$ cat src/rtl/axi_wr_split.sv
`default_nettype none
//------------------------------------------------------------------------------
// axi_wr_split : splits AXI write bursts into sub-bursts of at most MAX_LEN+1
//                beats and merges their write responses back into one.
// Revision     : 1.0
//------------------------------------------------------------------------------

module axi_wr_split_fifo #(
  parameter int WIDTH = 8,
  parameter int LD    = 6
) (
  input  logic             clk,
  input  logic             rst_n,
  input  logic             push,
  input  logic [WIDTH-1:0] din,
  input  logic             pop,
  output logic [WIDTH-1:0] dout,
  output logic [LD:0]      count
);
  logic [WIDTH-1:0] mem [2**LD];
  logic [LD-1:0]    wr_ptr;
  logic [LD-1:0]    rd_ptr;

  always_ff @(posedge clk or negedge rst_n) begin
    if (!rst_n) begin
      wr_ptr <= '0;
      rd_ptr <= '0;
      count  <= '0;
    end else begin
      if (push) wr_ptr <= wr_ptr + LD'(1);
      if (pop)  rd_ptr <= rd_ptr + LD'(1);
      count <= count + (LD+1)'(push) - (LD+1)'(pop);
    end
  end

  // Storage needs no reset: the pointers define which entries are valid.
  always_ff @(posedge clk) begin
    if (push) mem[wr_ptr] <= din;
  end

  assign dout = mem[rd_ptr];
endmodule

module axi_wr_split #(
  parameter int MAX_LEN = 15,
  parameter int FIFO_LD = 6
) (
  input  logic         clk,
  input  logic         rst_n,
  input  logic [15:0]  s_awid,
  input  logic [63:0]  s_awaddr,
  input  logic [7:0]   s_awlen,
  input  logic [2:0]   s_awsize,
  input  logic         s_awvalid,
  output logic         s_awready,
  input  logic [511:0] s_wdata,
  input  logic [63:0]  s_wstrb,
  input  logic         s_wlast,
  input  logic         s_wvalid,
  output logic         s_wready,
  output logic [15:0]  s_bid,
  output logic [1:0]   s_bresp,
  output logic         s_bvalid,
  input  logic         s_bready,
  output logic [15:0]  m_awid,
  output logic [63:0]  m_awaddr,
  output logic [7:0]   m_awlen,
  output logic [2:0]   m_awsize,
  output logic         m_awvalid,
  input  logic         m_awready,
  output logic [511:0] m_wdata,
  output logic [63:0]  m_wstrb,
  output logic         m_wlast,
  output logic         m_wvalid,
  input  logic         m_wready,
  input  logic [15:0]  m_bid,
  input  logic [1:0]   m_bresp,
  input  logic         m_bvalid,
  output logic         m_bready
);
  localparam logic [FIFO_LD:0] DEPTH     = (FIFO_LD+1)'(2**FIFO_LD);
  localparam logic [8:0]       SUB_BEATS = 9'(MAX_LEN + 1);
  localparam logic [7:0]       MAX_AWLEN = 8'(MAX_LEN);

  typedef enum logic [0:0] {IDLE = 1'b0, SPLIT = 1'b1} state_t;

  state_t       state;
  logic [8:0]   rest;
  logic [7:0]   beat_cnt;
  logic [7:0]   sub_cnt;
  logic [1:0]   resp_acc;

  logic         s_aw_hs, m_aw_hs, w_hs, b_hs;
  logic [7:0]   first_len, next_len, nsub_m1;
  logic [8:0]   rest_m1;
  logic [63:0]  next_addr;

  logic         wlf_pop, wlf_empty, wlf_room_nxt;
  logic [7:0]   wlf_head;
  logic [FIFO_LD:0] wlf_count, wlf_cnt_nxt;

  logic         btf_pop, btf_empty, btf_full, b_final;
  logic [23:0]  btf_head;
  logic [FIFO_LD:0] btf_count;
  logic [1:0]   merged_resp;

  logic         unused_inputs;
  assign unused_inputs = ^{m_bid, s_wlast};

  // ---------------- AW path ----------------
  assign s_awready = (state == IDLE) && !btf_full;
  assign s_aw_hs   = s_awvalid && s_awready;
  assign m_aw_hs   = m_awvalid && m_awready;

  assign first_len = (s_awlen > MAX_AWLEN) ? MAX_AWLEN : s_awlen;
  assign nsub_m1   = 8'({1'b0, s_awlen} / SUB_BEATS);
  assign rest_m1   = rest - 9'd1;
  assign next_len  = (rest_m1 > {1'b0, MAX_AWLEN}) ? MAX_AWLEN : rest_m1[7:0];
  assign next_addr = m_awaddr + (({56'd0, m_awlen} + 64'd1) << m_awsize);

  // Only valid once the length FIFO is guaranteed room for the push on handshake.
  assign wlf_cnt_nxt  = wlf_count + (FIFO_LD+1)'(m_aw_hs) - (FIFO_LD+1)'(wlf_pop);
  assign wlf_room_nxt = (wlf_cnt_nxt != DEPTH);

  always_ff @(posedge clk or negedge rst_n) begin
    if (!rst_n) begin
      state     <= IDLE;
      m_awvalid <= 1'b0;
      m_awaddr  <= '0;
      m_awlen   <= '0;
      m_awid    <= '0;
      m_awsize  <= '0;
      rest      <= '0;
    end else begin
      case (state)
        IDLE: begin
          if (s_aw_hs) begin
            m_awaddr  <= s_awaddr;
            m_awlen   <= first_len;
            m_awid    <= s_awid;
            m_awsize  <= s_awsize;
            rest      <= {1'b0, s_awlen} - {1'b0, first_len};
            m_awvalid <= wlf_room_nxt;
            state     <= SPLIT;
          end
        end
        SPLIT: begin
          if (m_aw_hs) begin
            if (rest == 9'd0) begin
              m_awvalid <= 1'b0;
              state     <= IDLE;
            end else begin
              m_awaddr  <= next_addr;
              m_awlen   <= next_len;
              rest      <= rest - {1'b0, next_len} - 9'd1;
              m_awvalid <= wlf_room_nxt;
            end
          end else if (!m_awvalid) begin
            m_awvalid <= wlf_room_nxt;
          end
        end
        default: state <= IDLE;
      endcase
    end
  end

  // ---------------- W path ----------------
  axi_wr_split_fifo #(.WIDTH(8), .LD(FIFO_LD)) u_wlf (
    .clk   (clk),
    .rst_n (rst_n),
    .push  (m_aw_hs),
    .din   (m_awlen),
    .pop   (wlf_pop),
    .dout  (wlf_head),
    .count (wlf_count)
  );

  assign wlf_empty = (wlf_count == '0);
  assign m_wdata   = s_wdata;
  assign m_wstrb   = s_wstrb;
  assign m_wvalid  = s_wvalid && !wlf_empty;
  assign s_wready  = m_wready && !wlf_empty;
  assign m_wlast   = !wlf_empty && (beat_cnt == wlf_head);
  assign w_hs      = m_wvalid && m_wready;
  assign wlf_pop   = w_hs && m_wlast;

  always_ff @(posedge clk or negedge rst_n) begin
    if (!rst_n) begin
      beat_cnt <= '0;
    end else if (w_hs) begin
      beat_cnt <= m_wlast ? 8'd0 : beat_cnt + 8'd1;
    end
  end

  // ---------------- B path ----------------
  axi_wr_split_fifo #(.WIDTH(24), .LD(FIFO_LD)) u_btf (
    .clk   (clk),
    .rst_n (rst_n),
    .push  (s_aw_hs),
    .din   ({s_awid, nsub_m1}),
    .pop   (btf_pop),
    .dout  (btf_head),
    .count (btf_count)
  );

  assign btf_empty   = (btf_count == '0);
  assign btf_full    = (btf_count == DEPTH);
  assign b_final     = (sub_cnt == btf_head[7:0]);
  assign merged_resp = (m_bresp > resp_acc) ? m_bresp : resp_acc;

  // Intermediate responses are absorbed; only the last one reaches the slave.
  assign m_bready = !btf_empty && (!b_final || s_bready);
  assign s_bvalid = !btf_empty && b_final && m_bvalid;
  assign s_bid    = btf_head[23:8];
  assign s_bresp  = merged_resp;
  assign b_hs     = m_bvalid && m_bready;
  assign btf_pop  = b_hs && b_final;

  always_ff @(posedge clk or negedge rst_n) begin
    if (!rst_n) begin
      sub_cnt  <= '0;
      resp_acc <= '0;
    end else if (b_hs) begin
      if (b_final) begin
        sub_cnt  <= '0;
        resp_acc <= '0;
      end else begin
        sub_cnt  <= sub_cnt + 8'd1;
        resp_acc <= merged_resp;
      end
    end
  end
endmodule
`default_nettype wire
$ cat config.mk
export PLATFORM = sky130hd
export DESIGN_NAME = axi_wr_split
export DESIGN_NICKNAME = d
export VERILOG_FILES = /design/src/rtl/axi_wr_split.sv
export SDC_FILE = /design/constraint.sdc
export NUM_CORES = 2
export LEC_CHECK = 0
export ABC_AREA = 1
export BUFFER_PORTS_ARGS = -buffer_cell sky130_fd_sc_hd__buf_2
export CAP_MARGIN = 10
export CORE_AREA = 2 2 538 540
export CTS_BUF_LIST = sky130_fd_sc_hd__clkbuf_2 sky130_fd_sc_hd__clkbuf_4 sky130_fd_sc_hd__clkbuf_8
export DETAILED_ROUTE_END_ITERATION = 10
export DIE_AREA = 0 0 540 542
export GPL_ROUTABILITY_DRIVEN = 0
export SYNTH_ARGS = -nofsm -noshare
export SYNTH_HDL_FRONTEND = slang
export SYNTH_SLANG_ARGS = --single-unit
$ cat constraint.sdc
create_clock -name clk -period 5.58 [get_ports clk]
set_input_delay 0 -clock clk [delete_from_list [all_inputs] [get_ports clk]]
set_output_delay 0 -clock clk [all_outputs]
set_load 0.01 [all_outputs]
Word level (Yosys, flattened, before mapping). Memories as Yosys holds them, arrays and structs flattened. Index checks and enable logic that the tools add are counted.

Reduce and logical (&&, ||, !) cells: 23. Equal/unequal tests: 7. Shift operators: 1. Order comparisons: 3. $add $sub $neg: 16. Mux-type cells: 30. Bitwise logic cells: 1.

Operators by type and width (number): $mux W64 (3); $pmux W64 S2 (1); $add A64 B64 Y64 (1); $shl A9 B3 Y64 (1); $mux W8 (7); $mux W9 (3); $add A6 B1 Y6 const B (4); $pmux W9 S2 (1); $sub A9 B1 Y9 const B (2); $add A8 B1 Y8 const B (2); $eq A8 B8 Y1 (2); $pmux W8 S2 (1); $add A7 B1 Y7 (2); $logic_not A7 Y1 (2); $sub A7 B1 Y7 (2); $logic_and A1 B1 Y1 (13); $mux W1 (10); $add A8 B1 Y9 const B (1); $gt A9 B4 Y1 const B (1); $logic_not A9 Y1 (1); $sub A8 B8 Y9 (1); $sub A9 B8 Y9 (1); $gt A8 B4 Y1 const B (1); $eq A7 B7 Y1 const B (1); 11 further kinds (17).

Output and inout bits: 692. RAM bits: 1792. Memories kept: 2. Input bits: 694. Logic and storage cells: 99. Bits in registers: 158.

Memory list: u_btf.mem (depth 64, width 20, rd ports 1, clocked after Yosys merged registers in 0, wr ports 1, line 20) `logic [WIDTH-1:0] mem [2**LD];`; u_wlf.mem (depth 64, width 8, rd ports 1, clocked after Yosys merged registers in 0, wr ports 1, line 20).

Longest topological paths before layout.
Depth in word-level cells: 10. Mapped depth: 34. Gate-level depth less buffers: 30.

By module. Synthesis repeated with hierarchy kept, for this count alone.

Cells, all modules: 10032. Area total of the unflattened synthesis: 101309.7 um^2.

By module, submodules not included: axi_wr_split_fifo at u_btf (instances 1, sequential area each 46599.7 um^2, area each 64767.1 um^2, cells each 5871); axi_wr_split_fifo at u_wlf (instances 1, sequential area each 15850.2 um^2, area each 22501.6 um^2, cells each 2089); axi_wr_split (instances 1, sequential area each 3002.9 um^2, area each 14041.0 um^2, cells each 2072).

Worst setup path before layout. Ideal clock, no wire load.

Path kind: register to register. Start: reg m_awlen[2]. End: reg m_awaddr[52]. Setup time: 0.130 ns. Path slack: 1.103 ns. Stages on the path, launching flop included: 24. Data arrival time: 4.347 ns. Path through: dfrtp_1 inv_1 nor3_1 nand3_1 nor3_1 xor2_1 inv_1 nand2_1 o21ai_0 o21ai_0 mux2i_1 ha_1 nand2_1 nor4_1 nand2_1 nand2_1 a21oi_1 o21ai_1 buf_2 nand3_1 nand2_1 nand3_1 nand2_1 o21ai_0.

Cells in the longest elaborated chain, start to end: 6.

RTL lines: start: declaration (line 67) `output logic [7:0] m_awlen,`; start signal: assignment (line 139) `m_awlen <= first_len;`; start signal: assignment (line 154) `m_awlen <= next_len;`; $add A8 B1 Y9 (line 119) `assign next_addr = m_awaddr + (({56'd0, m_awlen} + 64'd1) << m_awsize);`; $shl A9 B3 Y64 (line 119); $add A64 B64 Y64 (line 119); $mux W64 (line 149) `if (rest == 9'd0) begin`; $mux W64 (line 148) `if (m_aw_hs) begin`; $pmux W64 S2 (line 135) `case (state)`; end signal: assignment (line 138) `m_awaddr <= s_awaddr;`; end signal: assignment (line 153) `m_awaddr <= next_addr;`; end: declaration (line 66) `output logic [63:0] m_awaddr,`.

Every way passes these cells. The select of a mux whose other input is x is not followed. A chain may end at the register's enable or synchronous reset.

Worst setup path after layout.
Start: reg u_wlf.rd_ptr[1]. End: reg m_awvalid.

Cells in the longest elaborated chain, start to end: 9. Elaborated cells between the ends (all ways): 11. Those cells by class: add/sub (1); eq/ne (2); mux (5); reduce/logical (2); memory (1).

RTL lines: start: declaration (line 22) `logic [LD-1:0] rd_ptr;`; start signal: assignment (line 31) `if (pop) rd_ptr <= rd_ptr + LD'(1);`; $mem_v2 Z64 W8 *; $eq A8 B8 Y1 * (line 183) `assign m_wlast = !wlf_empty && (beat_cnt == wlf_head);`; $logic_and A1 B1 Y1 * (line 183); $logic_and A1 B1 Y1 * (line 185) `assign wlf_pop = w_hs && m_wlast;`; via u_wlf.pop (line 16) `input logic pop,`; $sub A7 B1 Y7 * (line 122) `assign wlf_cnt_nxt = wlf_count + (FIFO_LD+1)'(m_aw_hs) - (FIFO_LD+1)'(wlf_pop);`; via wlf_cnt_nxt[6] (line 100) `logic [FIFO_LD:0] wlf_count, wlf_cnt_nxt;`; $ne A7 B7 Y1 * (line 123) `assign wlf_room_nxt = (wlf_cnt_nxt != DEPTH);`; $mux W1, on equally long branches (line 158, 149); $mux W1 (line 148); $pmux W1 S2 * (line 135); end signal: assignment (line 143) `m_awvalid <= wlf_room_nxt;`; end signal: assignment (line 156) `m_awvalid <= wlf_room_nxt;`; end signal: assignment (line 159) `m_awvalid <= wlf_room_nxt;`; end: declaration (line 69) `output logic m_awvalid,`.

The timed path passes the listed nets; every way through them passes the cells marked *. The select of a mux whose other input is x is not followed.

==> flow_metrics.py <==
metrics = {
    "die": {
        "die_w_um": 540,
        "core_area_um2": 287000,
        "initial_core_util": 0.303,
        "fp.dieH_um": 542,
        "io_pins": 1386,
        "rows": 197,
        "die_area_um2": 293000,
    },
    "placed_design": {
        "hpwl_um": 374000,
        "dp_cells": 11047,
        "portBuffers": 216,
    },
    "pwr": {
        "p_total_mw": 38.4,
        "vdd_ir_drop_max_uv": 451,
        "leakagePower_nw": 34.1,
        "power_density_nw_per_um2": 396,
    },
    "cts": {
        "clk_pin_slew_worst_paths_ns": 0.06,
        "root_buffer": "clkbuf_8",
        "insertion_delay_ns": 1.01,
        "cts_max_level": 5,
        "cts_made_buffers": 328,
        "cts_tree": "built",
        "clk_path_buf_depth": 4,
        "clkSinkCount": 1950,
    },
    "final_layout": {
        "drive_gt1_frac": 0.132,
        "finalNetCount": 8524,
        "nFillCells": 28331,
        "area_delta_synth_final_pct": 11.4,
        "stdcell_count": 11794,
    },
    "hold_path": {
        "hold_class": "in -> out",
    },
    "grt": {
        "grt_use_met2": 0.422,
        "grt_usage": 0.319,
        "grt_max_degree": 177,
        "grt_pass1_wl_um": 606000,
        "antenna_found_initial": 13,
        "grt_use_met1": 0.241,
        "grt_pass1_vias": 57848,
        "top_usage_layer": "met2",
        "grt-ovfl-total": 0,
        "grt_use_met3": 0.370,
    },
    "routing": {
        "antenna_left": 0,
        "vias": 63033,
        "dr.pass1.iters": 8,
        "dr.first_iter.drc_count": 7571,
        "routedWlPerCell_um": 41.1,
        "drc": 0,
        "wirelength_um": 484000,
        "avgViaCountPerCell": 5.34,
    },
    "setup_path": {
        "path_buf_inv": 5,
        "cpLargestDelayFamily": "simple AND/OR/NAND/NOR gates",
        "worst_setup_path_end_kind": "flop",
        "arrival_ns": 6.17,
        "critPathMaxFanout": 38,
        "cp_slowest_stage_delay_ns": 0.62,
        "slowest_stage": "dfrtp_4",
        "critPathLaunchType": "flop",
        "critical_path_class": "reg -> reg",
        "r2r_slack_ns": 0.21,
        "worstPathRequired_ns": 6.38,
    },
    "sta": {
        "fin_crit_sh": 0.963,
        "fin_crit_ns": 5.37,
        "max_slew_margin": 0.161,
        "rsz0062_at_grt": "yes",
        "fmax_mhz": 186,
        "fin_skew_ns": 0.125,
        "hold_viol": 0,
        "report.final.slew_viol_count": 0,
        "finalSetupViolCount": 0,
        "worst_slew_pin_slew_ns": 1.26,
    },
    "run": {
        "max-cap-violations": 0,
    },
    "yosys": {
        "ys.warnings.count": 0,
        "syn_nets": 8587,
        "mappedNetlistArea_um2": 86900,
        "yosysUniqueCellTypes": 45,
        "syn-mean-instance-area_um2": 11.1,
        "ys_seq_elements": 1950,
        "synth-edff-count": 1792,
        "synthCells": 7842,
        "ys.flop_type": "edfxtp_1",
        "async_flop_share": 0.0810,
        "synth_seq_area_share": 0.665,
    },
    "status": {
        "status": "finished clean",
    },
}
## cells in the mapped netlist (all sizes together), types with 14 or more instances
master	instances	share of area
o211ai	79	0.0068
xor2	53	0.0053
a31oi	25	0.0018
nor2	1252	0.054
ha	48	0.0069
inv	313	0.014
o221ai	106	0.011
nand2	1170	0.051
o22ai	166	0.012
nor3	38	0.0022
buf	744	0.061
dfrtp	158	0.045
nand4	97	0.0070
o21ai	865	0.050
a21oi	109	0.0063
nand3	477	0.028
nor4	19	0.0014
edfxtp	1792	0.62
clkbuf	254	0.011
or2	14	0.0010
## cell type report
cell class	count	area [µm²]	area share
clock inverters	95	639	0.00660
diodes	8	20.0	0.000207
repair buffers	605	4850	0.0501
multi-input cells	4578	21900	0.226
flip-flops and latches	1950	57800	0.597
well taps	3781	4730	0.0489
clock buffers	461	5630	0.0581
inverters	316	1230	0.0127
## flip-flops by register name, indices dropped and copies added, names as in the netlist, 2 cells and up
| name | count |
|---|---|
| u_wlf.count | 7 |
| u_btf.count | 7 |
| m_awid | 16 |
| u_btf.mem | 1280 |
| beat_cnt | 8 |
| m_awsize | 3 |
| m_awlen | 8 |
| resp_acc | 2 |
| u_btf.rd_ptr | 6 |
| sub_cnt | 8 |
| u_wlf.mem | 512 |
| u_btf.wr_ptr | 6 |
| m_awaddr | 64 |
| u_wlf.wr_ptr | 6 |
| rest | 9 |
| u_wlf.rd_ptr | 6 |
## logic make-up after synthesis
logic type | after synthesis | share of synthesized area
mux | 5 | 0.000576
buf+inv | 1314 | 0.0852
simple gates | 3075 | 0.145
xor+xnor | 64 | 0.00645
fa+ha+maj | 51 | 0.00760
flops | 1950 | 0.665
compound gates | 1383 | 0.0905
## metal layers
layer,up-vias,routed length [µm]
met5,-,7010
met4,58,44900
met3,948,128000
met2,4939,186000
met1,30171,119000
li1,26917,-
## placed cells by master, fill, tap and decap left out, drive strengths merged, types with 25 or more instances in the layout
cell / n
edfxtp: 1792
nor2: 1252
nand2: 1170
o21ai: 865
nand3: 477
clkbuf: 463
buf: 432
inv: 317
dlygate4sd3: 171
o22ai: 166
dfrtp: 158
a21oi: 109
o221ai: 106
nand4: 97
clkinv: 81
o211ai: 79
xor2: 53
ha: 48
nor3: 38
a31oi: 25
## through the flow
| step | setup WS (ns) | area, µm² | TNS (ns) | utilization | hold WS (ns) |
|---|---|---|---|---|---|
| after global placement | 0.653 | 88500 | 0 | 0.309 | 0.000122 |
| after global routing | -0.0545 | 96800 | -0.0545 | 0.337 | 0.0000770 |
| after detailed placement | 0.576 | 88600 | 0 | 0.309 | 0.000122 |
| after CTS | 0.0696 | 96600 | 0 | 0.337 | 0.000122 |
| final | 0.206 | 96800 | 0 | 0.337 | 0.0000750 |
| after floorplan | 1.10 | 86900 | 0 | - | -0.296 |
## final timing paths
| check | start | cells after the start | end |
|---|---|---|---|
| max | u_wlf.rd_ptr[1]$_DFFE_PN0P_ | 28 | m_awvalid$_DFFE_PN0P_ |
| min | s_wdata[14] | 0 | m_wdata[14] |
| max reg2reg | u_wlf.rd_ptr[1]$_DFFE_PN0P_ | 28 | m_awvalid$_DFFE_PN0P_ |
| min reg2reg | m_awid[0]$_DFFE_PN0P_ | 2 | m_awid[0]$_DFFE_PN0P_ |
| max in group asynchronous | rst_n | 4 | state$_DFF_PN0_ |
| min in group asynchronous | rst_n | 4 | m_awaddr[42]$_DFFE_PN0P_ |
## power breakdown
part	internal (mW)	switching (mW)
clock network	6.79	5.83
logic	2.57	6.43
registers	16.4	0.363
total	25.7	12.6
## timing repair
item,CTS,global route
hold endpoints to repair,1555,0
resized for setup,0,9
buffers inserted,0,8
hold buffers,172,0
setup endpoints to repair,0,7
Power figures use the tool's default switching activity.
